**config.mk**
```make
export PLATFORM = sky130hd
export DESIGN_NAME = mips_program_loader
export DESIGN_NICKNAME = d
export VERILOG_FILES = /design/src/rtl/mips_program_loader.sv
export SDC_FILE = /design/constraint.sdc
export NUM_CORES = 1
export LEC_CHECK = 0
export ABC_AREA = 1
export CAP_MARGIN = 10
export CORE_AREA = 2 2 103 105
export CTS_CLUSTER_SIZE = 8
export DETAILED_ROUTE_END_ITERATION = 7
export DIE_AREA = 0 0 105 107
export PLACE_DENSITY = 0.71
export SLEW_MARGIN = 25
export SYNTH_ARGS = -nofsm -noshare
export SYNTH_HDL_FRONTEND = slang
export SYNTH_SLANG_ARGS = --single-unit
```
**constraint.sdc**
```tcl
create_clock -name clk_i -period 4.3 [get_ports clk_i]
set_input_delay 1.075 -clock clk_i [delete_from_list [all_inputs] [get_ports clk_i]]
set_output_delay 1.075 -clock clk_i [all_outputs]
set_load 0.01 [all_outputs]
```
**src/rtl/mips_program_loader.sv**
```systemverilog
// -----------------------------------------------------------------------------
// mips_program_loader
//
// Writer side of the instruction-memory interface. A byte stream of the form
//   SYNC_BYTE, LEN_HI, LEN_LO, N x (4 bytes, big-endian word)
// is packed into 32-bit words and written to program memory. The MIPS core is
// held in reset until a complete image has been written; a frame that claims
// more words than the memory can hold sends the loader to a sticky error state
// that only reset clears.
//
// Optional feature (compile-time macro LOADER_CHECKSUM_EN):
//   An 8-bit XOR of all payload bytes is kept, and one trailing checksum byte
//   is compared against it before the core is released. For N==0 the expected
//   checksum is 8'h00. With the macro undefined there is no CHECK state and no
//   checksum register.
//
// Ports
//   clk_i         clock, rising edge
//   reset_i       synchronous active-high reset
//   rx_data_i     incoming byte
//   rx_valid_i    rx_data_i is valid
//   rx_ready_o    loader accepts a byte (transfer on rx_valid_i && rx_ready_o)
//   imem_we_o     one-cycle program-memory write strobe
//   imem_addr_o   word address of the write
//   imem_wdata_o  instruction word being written
//   cpu_reset_o   reset to the MIPS core, high until the image is loaded
//   done_o        image loaded, core running
//   error_o       load failed (sticky until reset)
// -----------------------------------------------------------------------------
module mips_program_loader #(
  parameter int unsigned MEMORY_DEPTH = 256,
  parameter int unsigned ADDR_WIDTH   = 8,
  parameter logic [7:0]  SYNC_BYTE    = 8'hA5
) (
  input  logic                  clk_i,
  input  logic                  reset_i,
  input  logic [7:0]            rx_data_i,
  input  logic                  rx_valid_i,
  output logic                  rx_ready_o,
  output logic                  imem_we_o,
  output logic [ADDR_WIDTH-1:0] imem_addr_o,
  output logic [31:0]           imem_wdata_o,
  output logic                  cpu_reset_o,
  output logic                  done_o,
  output logic                  error_o
);

  localparam logic [15:0] DEPTH_W = 16'(MEMORY_DEPTH);

  typedef enum logic [2:0] {
    ST_SYNC   = 3'd0,
    ST_LEN_HI = 3'd1,
    ST_LEN_LO = 3'd2,
    ST_DATA   = 3'd3,
`ifdef LOADER_CHECKSUM_EN
    ST_CHECK  = 3'd4,
`endif
    ST_RUN    = 3'd5,
    ST_ERROR  = 3'd6
  } state_t;

  state_t                  state_q;
  logic [15:0]             count_q;
  logic [23:0]             word_q;      // first three bytes of the word in flight
  logic [1:0]              byte_cnt_q;
  logic [15:0]             word_idx_q;
  logic                    imem_we_q;
  logic [ADDR_WIDTH-1:0]   imem_addr_q;
  logic [31:0]             imem_wdata_q;
  logic                    cpu_reset_q;
  logic                    done_q;
  logic                    error_q;
`ifdef LOADER_CHECKSUM_EN
  logic [7:0]              chk_q;
  logic [7:0]              chk_d;
`endif

  logic                    accept_s;
  logic [15:0]             count_d;
  logic [31:0]             word_d;
  logic                    last_word_s;

  assign accept_s    = rx_valid_i & rx_ready_o;
  assign count_d     = {count_q[15:8], rx_data_i};
  assign word_d      = {word_q, rx_data_i};
  assign last_word_s = (word_idx_q == (count_q - 16'd1));
`ifdef LOADER_CHECKSUM_EN
  assign chk_d       = chk_q ^ rx_data_i;
`endif

  // The only state that refuses bytes is ERROR, which is exactly when error_q is set.
  assign rx_ready_o   = ~reset_i & ~error_q;
  assign imem_we_o    = imem_we_q;
  assign imem_addr_o  = imem_addr_q;
  assign imem_wdata_o = imem_wdata_q;
  assign cpu_reset_o  = cpu_reset_q;
  assign done_o       = done_q;
  assign error_o      = error_q;

  // Loader state machine with registered memory-port and core-control outputs.
  always_ff @(posedge clk_i) begin
    if (reset_i) begin
      state_q      <= ST_SYNC;
      count_q      <= 16'd0;
      word_q       <= 24'd0;
      byte_cnt_q   <= 2'd0;
      word_idx_q   <= 16'd0;
      imem_we_q    <= 1'b0;
      imem_addr_q  <= '0;
      imem_wdata_q <= 32'd0;
      cpu_reset_q  <= 1'b1;
      done_q       <= 1'b0;
      error_q      <= 1'b0;
`ifdef LOADER_CHECKSUM_EN
      chk_q        <= 8'd0;
`endif
    end else begin
      // Write strobe lasts exactly one cycle; address/data hold their values.
      imem_we_q <= 1'b0;
      case (state_q)
        ST_SYNC: begin
          if (accept_s && (rx_data_i == SYNC_BYTE)) begin
            state_q <= ST_LEN_HI;
`ifdef LOADER_CHECKSUM_EN
            chk_q   <= 8'd0;
`endif
          end
        end
        ST_LEN_HI: begin
          if (accept_s) begin
            count_q[15:8] <= rx_data_i;
            state_q       <= ST_LEN_LO;
          end
        end
        ST_LEN_LO: begin
          if (accept_s) begin
            count_q <= count_d;
            if (count_d == 16'd0) begin
`ifdef LOADER_CHECKSUM_EN
              state_q <= ST_CHECK;
`else
              // Empty image: release the core right away.
              state_q     <= ST_RUN;
              cpu_reset_q <= 1'b0;
              done_q      <= 1'b1;
`endif
            end else if (count_d > DEPTH_W) begin
              state_q <= ST_ERROR;
              error_q <= 1'b1;
            end else begin
              state_q    <= ST_DATA;
              byte_cnt_q <= 2'd0;
              word_idx_q <= 16'd0;
            end
          end
        end
        ST_DATA: begin
          if (accept_s) begin
            word_q     <= word_d[23:0];
            byte_cnt_q <= byte_cnt_q + 2'd1;
`ifdef LOADER_CHECKSUM_EN
            chk_q      <= chk_d;
`endif
            if (byte_cnt_q == 2'd3) begin
              imem_we_q    <= 1'b1;
              imem_wdata_q <= word_d;
              imem_addr_q  <= word_idx_q[ADDR_WIDTH-1:0];
              word_idx_q   <= word_idx_q + 16'd1;
              // RUN outputs follow one cycle later, i.e. after the last write strobe.
              if (last_word_s) begin
`ifdef LOADER_CHECKSUM_EN
                state_q <= ST_CHECK;
`else
                state_q <= ST_RUN;
`endif
              end
            end
          end
        end
`ifdef LOADER_CHECKSUM_EN
        ST_CHECK: begin
          if (accept_s) begin
            if (rx_data_i == chk_q) begin
              state_q     <= ST_RUN;
              cpu_reset_q <= 1'b0;
              done_q      <= 1'b1;
            end else begin
              state_q <= ST_ERROR;
              error_q <= 1'b1;
            end
          end
        end
`endif
        ST_RUN: begin
          // Bytes are still accepted here and simply dropped.
          cpu_reset_q <= 1'b0;
          done_q      <= 1'b1;
        end
        ST_ERROR: begin
          cpu_reset_q <= 1'b1;
          done_q      <= 1'b0;
          error_q     <= 1'b1;
        end
        default: begin
          state_q     <= ST_ERROR;
          cpu_reset_q <= 1'b1;
          done_q      <= 1'b0;
          error_q     <= 1'b1;
        end
      endcase
    end
  end

endmodule
```
* Word level (Yosys, flattened, before mapping)
Cells that the tools add are included.
** Cells by class
- Magnitude comparators :: 1
- Bitwise gates (word level) :: 10
- Equality and inequality tests :: 18
- Add/subtract/negate cells :: 3
- Reductions and logical operators :: 17
- Multiplexer cells :: 33
** Operator list (count)
- $mux W16 :: 5
- $pmux W16 S2 :: 1
- $mux W3 :: 8
- $ne A2 B2 Y1 const B :: 10
- $add A16 B1 Y16 const B :: 1
- $eq A16 B16 Y1 :: 1
- $gt A16 B9 Y1 const B :: 1
- $logic_not A16 Y1 :: 1
- $pmux W8 S2 :: 1
- $sub A16 B1 Y16 const B :: 1
- $pmux W3 S5 :: 1
- $reduce_and A3 Y1 :: 3
- $eq A8 B8 Y1 const B :: 1
- $mux W1 :: 8
- $mux W2 :: 4
- $mux W8 :: 1
- $not A1 Y1 :: 8
- $reduce_and A7 Y1 :: 1
- $eq A3 B2 Y1 const B :: 2
- $eq A3 B3 Y1 const B :: 2
- $pmux W1 S3 :: 2
- $reduce_and A6 Y1 :: 1
- $reduce_or A3 Y1 :: 2
- $reduce_and A5 Y1 :: 1
- other kinds (13) :: 15
** Word-level totals
- Word-level logic and storage cells :: 94
- Bits in registers :: 105
- Output and inout port bits :: 45

* Longest topological paths before layout
Gate-level depths: netlist (run 1).
- Word-level depth :: 6
- Depth in mapped cells :: 15
- Gate-level depth less buffers :: 15

* Worst setup path after synthesis (run 1)
No wires, ideal clock.
- Path type :: input to register
- Start point :: input rx_data_i[7]
- End point :: register word_idx_q[0]
- Data arrival time :: 2.288 ns
- Path slack :: 1.876 ns
- Library setup time :: 0.136 ns
- Path buffers :: 1
- Stages :: 10
- Data required time :: 4.164 ns
- Path through :: or2_0 nor4_2 nand2_1 nand2_1 nand2_2 nand2_4 nand3b_2 buf_6 a21oi_1 nor2_1
** On the way
- Longest elaborated chain between the ends :: 3
** Ends and longest elaborated chain
- from (decl) :: RTL line 37 : input logic [7:0] rx_data_i,
- $gt A16 B9 Y1 or $logic_not A16 Y1 (tied branches) :: RTL line 147, 138
- $ne A2 B2 Y1 (no line)
- $reduce_and A6 Y1 (no line) (*)
- to (signal assigned) :: RTL line 168 : word_idx_q <= word_idx_q + 16'd1;
- to (decl) :: RTL line 66 : logic [15:0] word_idx_q;
Mark *: on every way between the ends. The rest lies on a longest branch, timed or not.
A chain may end at the register's enable or synchronous reset.

* Worst setup path in the final report (run 1)
- Start point :: input reset_i
- End point :: output rx_ready_o
** On the way
- Longest elaborated chain between the ends :: 2
** Ends and longest elaborated chain
- from (decl) :: RTL line 36 : input logic reset_i,
- $not A1 Y1 :: RTL line 92 : assign rx_ready_o = ~reset_i & ~error_q;
- $and A1 B1 Y1 :: RTL line 92
- to (decl) :: RTL line 39 : output logic rx_ready_o,
No other way between the ends.

==> results of run 1 <==
final timing paths:
check                    to  depth (start not counted)  slack [ps]       start
max              rx_ready_o                          3        1050     reset_i
min reg2reg      word_q[22]                          2         480  word_q[22]
min              word_q[22]                          2         480  word_q[22]
max reg2reg  imem_addr_o[6]                          8        1830  state_q[1]
registers in the layout, indices dropped and copies added (netlist names), 2 cells and up:
signal and count:
imem_wdata_o 32, word_q 24, count_q 16, word_idx_q 16, imem_addr_o 8, state_q 3, byte_cnt_q 2
layer usage:
metal / share of wire (%) / routed length, um / GRT usage [%] / up-vias
met2: 48 / 5770 / 37.2 / 125
met4: 2.8 / 338 / 9.81 / 0
met3: 4.4 / 533 / 2.74 / 21
li1: - / - / - / 2349
met5: 0 / 0 / 0 / -
met1: 45 / 5390 / 26.9 / 2067
logic make-up (layout without fill, tap and decap cells):
family                     count (synthesis)  in the layout  share of synthesized area (%)
xor gates and xnor gates                  26             26                           4.84
and+or+nand+nor                          361            361                           30.9
buffers and inverters                     82            128                           6.85
AOI/OAI and AO/OA                        132            132                           14.5
DFF                                      105            105                           42.2
adders and majority gates                  3              3                          0.753
stage by stage:
step	hold WS, ps	utilization, %	cells	cell area, sq um	power (mW)
final	476	57.5	891	5800	2.28
after global routing	503	57.5	891	5800	2.42
after CTS	474	57.5	891	5800	2.29
after detailed placement	455	55.4	875	5590	1.67
after global placement	445	55.4	875	5590	1.66
after floorplan	438	-	709	4980	1.55
worst max-delay path, delay by kind of cell:
family                 cells  cell delay (ps)
buffers and inverters      2              980
AND/OR/NAND/NOR            1              130
cell usage after synthesis, types with 2 or more instances:
| library cell | n | share of area (%) |
|---|---|---|
| nand2_1 | 116 | 8.7 |
| nand4_1 | 4 | 0.50 |
| nor2_2 | 3 | 0.38 |
| xnor2_1 | 5 | 0.88 |
| o21ai_0 | 78 | 7.8 |
| nand3b_1 | 2 | 0.30 |
| inv_2 | 2 | 0.15 |
| ha_1 | 3 | 0.75 |
| nor3_1 | 6 | 0.60 |
| a21oi_2 | 10 | 1.8 |
| nor2_1 | 178 | 13 |
| a211oi_1 | 2 | 0.30 |
| buf_2 | 4 | 0.40 |
| nand2_4 | 3 | 0.68 |
| nor4_1 | 3 | 0.38 |
| nor2_4 | 2 | 0.45 |
| xor2_1 | 20 | 3.5 |
| nand3_1 | 27 | 2.7 |
| a21oi_1 | 36 | 3.6 |
| clkbuf_1 | 20 | 1.5 |
| nand2_2 | 10 | 1.3 |
| inv_1 | 51 | 3.8 |
| dfxtp_1 | 105 | 42 |
power breakdown:
| part | total, mW | internal, mW | switching (mW) |
|---|---|---|---|
| clock network | 0.625 | 0.232 | 0.392 |
| registers | 1.06 | 1.01 | 0.0450 |
| logic | 0.601 | 0.206 | 0.394 |
| total | 2.28 | 1.45 | 0.831 |
cell type report:
cell class | count | area (sq um) | area share, %
clock buffer | 9 | 124 | 2.14
clock inverter | 7 | 86.3 | 1.49
inverter | 54 | 203 | 3.50
multi-input combinational | 522 | 2540 | 43.8
sequential | 105 | 2100 | 36.2
tap | 136 | 170 | 2.93
timing repair buffer | 58 | 573 | 9.88
==> results.sh, run 1 <==
export IMPL_skew_ps=14.8
export IMPL_cts_resized=0
export IMPL_ant_nets=0
export IMPL_cts_root_buffer="clkbuf_8"
export IMPL_fp_dieArea_sq_mm=0.0112
export IMPL_clk_pin_slew_worst_paths_ps=110
export IMPL_finalWeightedCongestion=0.862
export IMPL_grt_pass1_vias=4218
export IMPL_peakVddDrop_uv=288
export IMPL_synth_edf_count=0
export IMPL_drc_errors=0
export IMPL_fp_row_count=37
export IMPL_grt_max_degree=52
export IMPL_first_iter_violations=203
export IMPL_syn_area_sq_mm=0.00498
export IMPL_relSlewSlack_pct=41.7
export IMPL_numCtsBuffers=9
export IMPL_pre_cts_slack_ps=879
export IMPL_nets=764
export IMPL_tns_ps=0
export IMPL_ys_seq_area_share_pct=42.2
export IMPL_htree_levels=3
export IMPL_die_w_um=105
export IMPL_numPortBuffers=55
export IMPL_drive_gt1_share_pct=7.28
export IMPL_final_cell_mix="nor2_1, nand2_1, dfxtp_1, o21ai_0, clkdlybuf4s50_1"
export IMPL_fp_coreArea_sq_mm=0.0101
export IMPL_fin_crit_ps=3250
export IMPL_critical_path_required_ps=3220
export IMPL_p_leak_nw=2.36
export IMPL_cts_buffer_depth=2
export IMPL_synth_warnings=0
export IMPL_hold_class="reg2reg"
export IMPL_fin_ws_ps=1050
export IMPL_vias=4562
export IMPL_arrival_ps=2180
export IMPL_cp_max_fo=2
export IMPL_cts_setup_buffers=0
export IMPL_status="finished, final reports clean"
export IMPL_p_per_area_mw_per_mm2=394
export IMPL_via_per_inst=5.12
export IMPL_rsz0062_at_grt="no"
export IMPL_initial_core_util_pct=49.4
export IMPL_max_freq_mhz=308
export IMPL_die_h_um=107
export IMPL_grt_pass1_wl_mm=19.8
export IMPL_crit_slowest_cell="clkdlybuf4s50_1"
export IMPL_hold_viol=0
export IMPL_ys_types=42
export IMPL_setup_viol=0
export IMPL_antenna_found_initial=0
export IMPL_synthCells=709
export IMPL_worst_pin_slew_ps=874
export IMPL_nFillCells=1012
export IMPL_cp_end_kind="primary output"
export IMPL_insertion_delay_ps=380
export IMPL_syn_to_final_growth_pct=16.3
export IMPL_async_reset_ff_share_pct=0
export IMPL_syn_mean_instance_area_sq_um=7.03
export IMPL_slew_violations=0
export IMPL_cpPeakStageDelay_ps=560
export IMPL_grt_use_total_pct=21.6
export IMPL_ys_seq_elements=105
export IMPL_synth_main_ff_cell="dfxtp_1"
export IMPL_crit_top_cell="clkdlybuf4s50_1"
export IMPL_cts_hold_buf=0
export IMPL_final_common_cell="nor2_1"
export IMPL_cts_sinks=105
export IMPL_maxCapViolations=0
export IMPL_cts_tree="built"
export IMPL_start_kind="input port"
export IMPL_finalCritPeriodShare_pct=75.6
export IMPL_wirelength_mm=12.0
export IMPL_hpwl_mm=8.60
export IMPL_crit_chain="clkdlybuf4s50_1, nor2_1, clkdlybuf4s50_1"
export IMPL_n_antenna_cell=0
export IMPL_drtPass1Iterations=5
export IMPL_wire_per_inst_um=13.5
export IMPL_grt_ovfl_total=0
export IMPL_synth_fp_nets=723
export IMPL_ioPinCount=56
export IMPL_worstSetupPathType="in2out"
(Power assumes the default switching activity.)
==> run 2: changes to the inputs <==
==> constraint.sdc (replaced) <==
create_clock -name clk_i -period 3.13 [get_ports clk_i]
set_input_delay 0.7825 -clock clk_i [delete_from_list [all_inputs] [get_ports clk_i]]
set_output_delay 0.7825 -clock clk_i [all_outputs]
set_load 0.01 [all_outputs]
==> results.sh, run 2 (synthesis results as in run 1) <==
export IMPL_first_iter_violations=194
export IMPL_worstSetupPathType="in2out"
export IMPL_critical_path_required_ps=2350
export IMPL_fp_row_count=37
export IMPL_min_from="word_q[22]"
export IMPL_die_h_um=107
export IMPL_tns_ps=0
export IMPL_die_w_um=105
export IMPL_arrival_ps=1880
export IMPL_p_leak_nw=2.39
export IMPL_largest_register_ff_count=32
export IMPL_finalWeightedCongestion=0.876
export IMPL_cts_sinks=105
export IMPL_worst_pin_slew_ps=639
export IMPL_cts_buffer_depth=2
export IMPL_drc_errors=0
export IMPL_cts_root_buffer="clkbuf_8"
export IMPL_cts_hold_buf=0
export IMPL_cts_tree="built"
export IMPL_final_cell_mix="nor2_1, nand2_1, dfxtp_1, o21ai_0, clkdlybuf4s50_1"
export IMPL_fin_area_sq_mm=0.00584
export IMPL_rsz0062_at_grt="no"
export IMPL_pre_cts_slack_ps=228
export IMPL_p_per_area_mw_per_mm2=527
export IMPL_cp_max_fo=2
export IMPL_initial_core_util_pct=49.4
export IMPL_ioPinCount=56
export IMPL_r2r_start="state_q[1]"
export IMPL_numCtsBuffers=9
export IMPL_nets=770
export IMPL_r2r_slack_ps=940
export IMPL_wl_met2_mm=5.82
export IMPL_r2r_end="word_q[2]"
export IMPL_status="finished, final reports clean"
export IMPL_placed_area_sq_mm=0.00565
export IMPL_cp_end_kind="primary output"
export IMPL_wire_per_inst_um=13.2
export IMPL_hold_class="reg2reg"
export IMPL_drive_gt1_share_pct=7.88
export IMPL_wl_met3_um=478
export IMPL_grt_max_degree=58
export IMPL_wirelength_mm=11.8
export IMPL_grt_use_total_pct=22.3
export IMPL_numPortBuffers=55
export IMPL_fin_ws_ps=465
export IMPL_hold_viol=0
export IMPL_htree_levels=3
export IMPL_syn_to_final_growth_pct=17.2
export IMPL_holdPathStages=2
export IMPL_holdWs_ps=469
export IMPL_antenna_found_initial=0
export IMPL_r2r_cells=8
export IMPL_start_kind="input port"
export IMPL_grt_pass1_wl_mm=20.5
export IMPL_setup_viol=0
export IMPL_max_freq_mhz=375
export IMPL_grt_ovfl_total=0
export IMPL_skew_ps=11.1
export IMPL_drtPass1Iterations=5
export IMPL_fin_crit_ps=2670
export IMPL_fp_dieArea_sq_mm=0.0112
export IMPL_final_common_cell="nor2_1"
export IMPL_cts_resized=0
export IMPL_highest_layer="met4"
export IMPL_grt_pass1_vias=4427
export IMPL_clk_pin_slew_worst_paths_ps=100
export IMPL_insertion_delay_ps=380
export IMPL_hpwl_mm=8.71
export IMPL_maxCapViolations=0
export IMPL_relSlewSlack_pct=57.4
export IMPL_vias=4569
export IMPL_slew_violations=0
export IMPL_ant_nets=0
export IMPL_via_per_inst=5.09
export IMPL_peakVddDrop_uv=311
export IMPL_fp_coreArea_sq_mm=0.0101
export IMPL_n_antenna_cell=0
export IMPL_finalCritPeriodShare_pct=85.1
export IMPL_cts_setup_buffers=0
export IMPL_wl_met1_mm=5.23
export IMPL_worstHoldEndpoint="word_q[22]"
[run 2: cell types whose count changed in the layout (fill, tap and decap cells not counted), sizes merged]
cell    delta
buf        +6
clkbuf     +1
inv        -1
[run 2: cell type report]
type,instances,area [sq um]
multi-input cells,522,2540
fillers,994,4250
flip-flops and latches,105,2100
clock inverters,6,67.6
inverters,54,203
clock buffers,10,128
well taps,136,170
repair buffers,64,631
[run 2: worst max-delay path: stages]
cell and delay [ps]:
clkdlybuf4s50_1 420, nor2_1 130, clkdlybuf4s50_1 550
[run 2: where the power goes]
group	internal (mW)	switching (mW)	total (mW)
Combinational	0.287	0.533	0.820
Clock	0.309	0.500	0.808
Sequential	1.39	0.0607	1.45
Total	1.99	1.09	3.08
[run 2: routing by layer]
layer | GRT usage [%] | vias up
met1 | 26.9 | 2075
li1 | - | 2368
met3 | 3.95 | 24
met2 | 39.8 | 102
met4 | 7.71 | 0
met5 | 0 | -
[run 2: worst max-delay path by stage]
| stage | start | endpoint | cells past startpoint | slack, ps |
|---|---|---|---|---|
| floorplan | rx_data_i[7] | word_idx_q[0] | 10 | 1000 |
| global placement | rx_data_i[7] | word_idx_q[0] | 10 | 270 |
| detailed placement | rx_data_i[7] | word_idx_q[0] | 10 | 230 |
| CTS | reset_i | rx_ready_o | 3 | 460 |
| global route | reset_i | rx_ready_o | 3 | 400 |
| finish | reset_i | rx_ready_o | 3 | 460 |
[run 2: metrics by stage]
stage / util [%] / instances / power, mW
2_1_floorplan: - / 709 / 2.13
3_3_place_gp: 56.0 / 881 / 2.28
3_5_place_dp: 56.0 / 881 / 2.29
4_1_cts: 57.9 / 897 / 3.10
5_1_grt: 57.9 / 897 / 3.28
6_report: 57.9 / 897 / 3.08
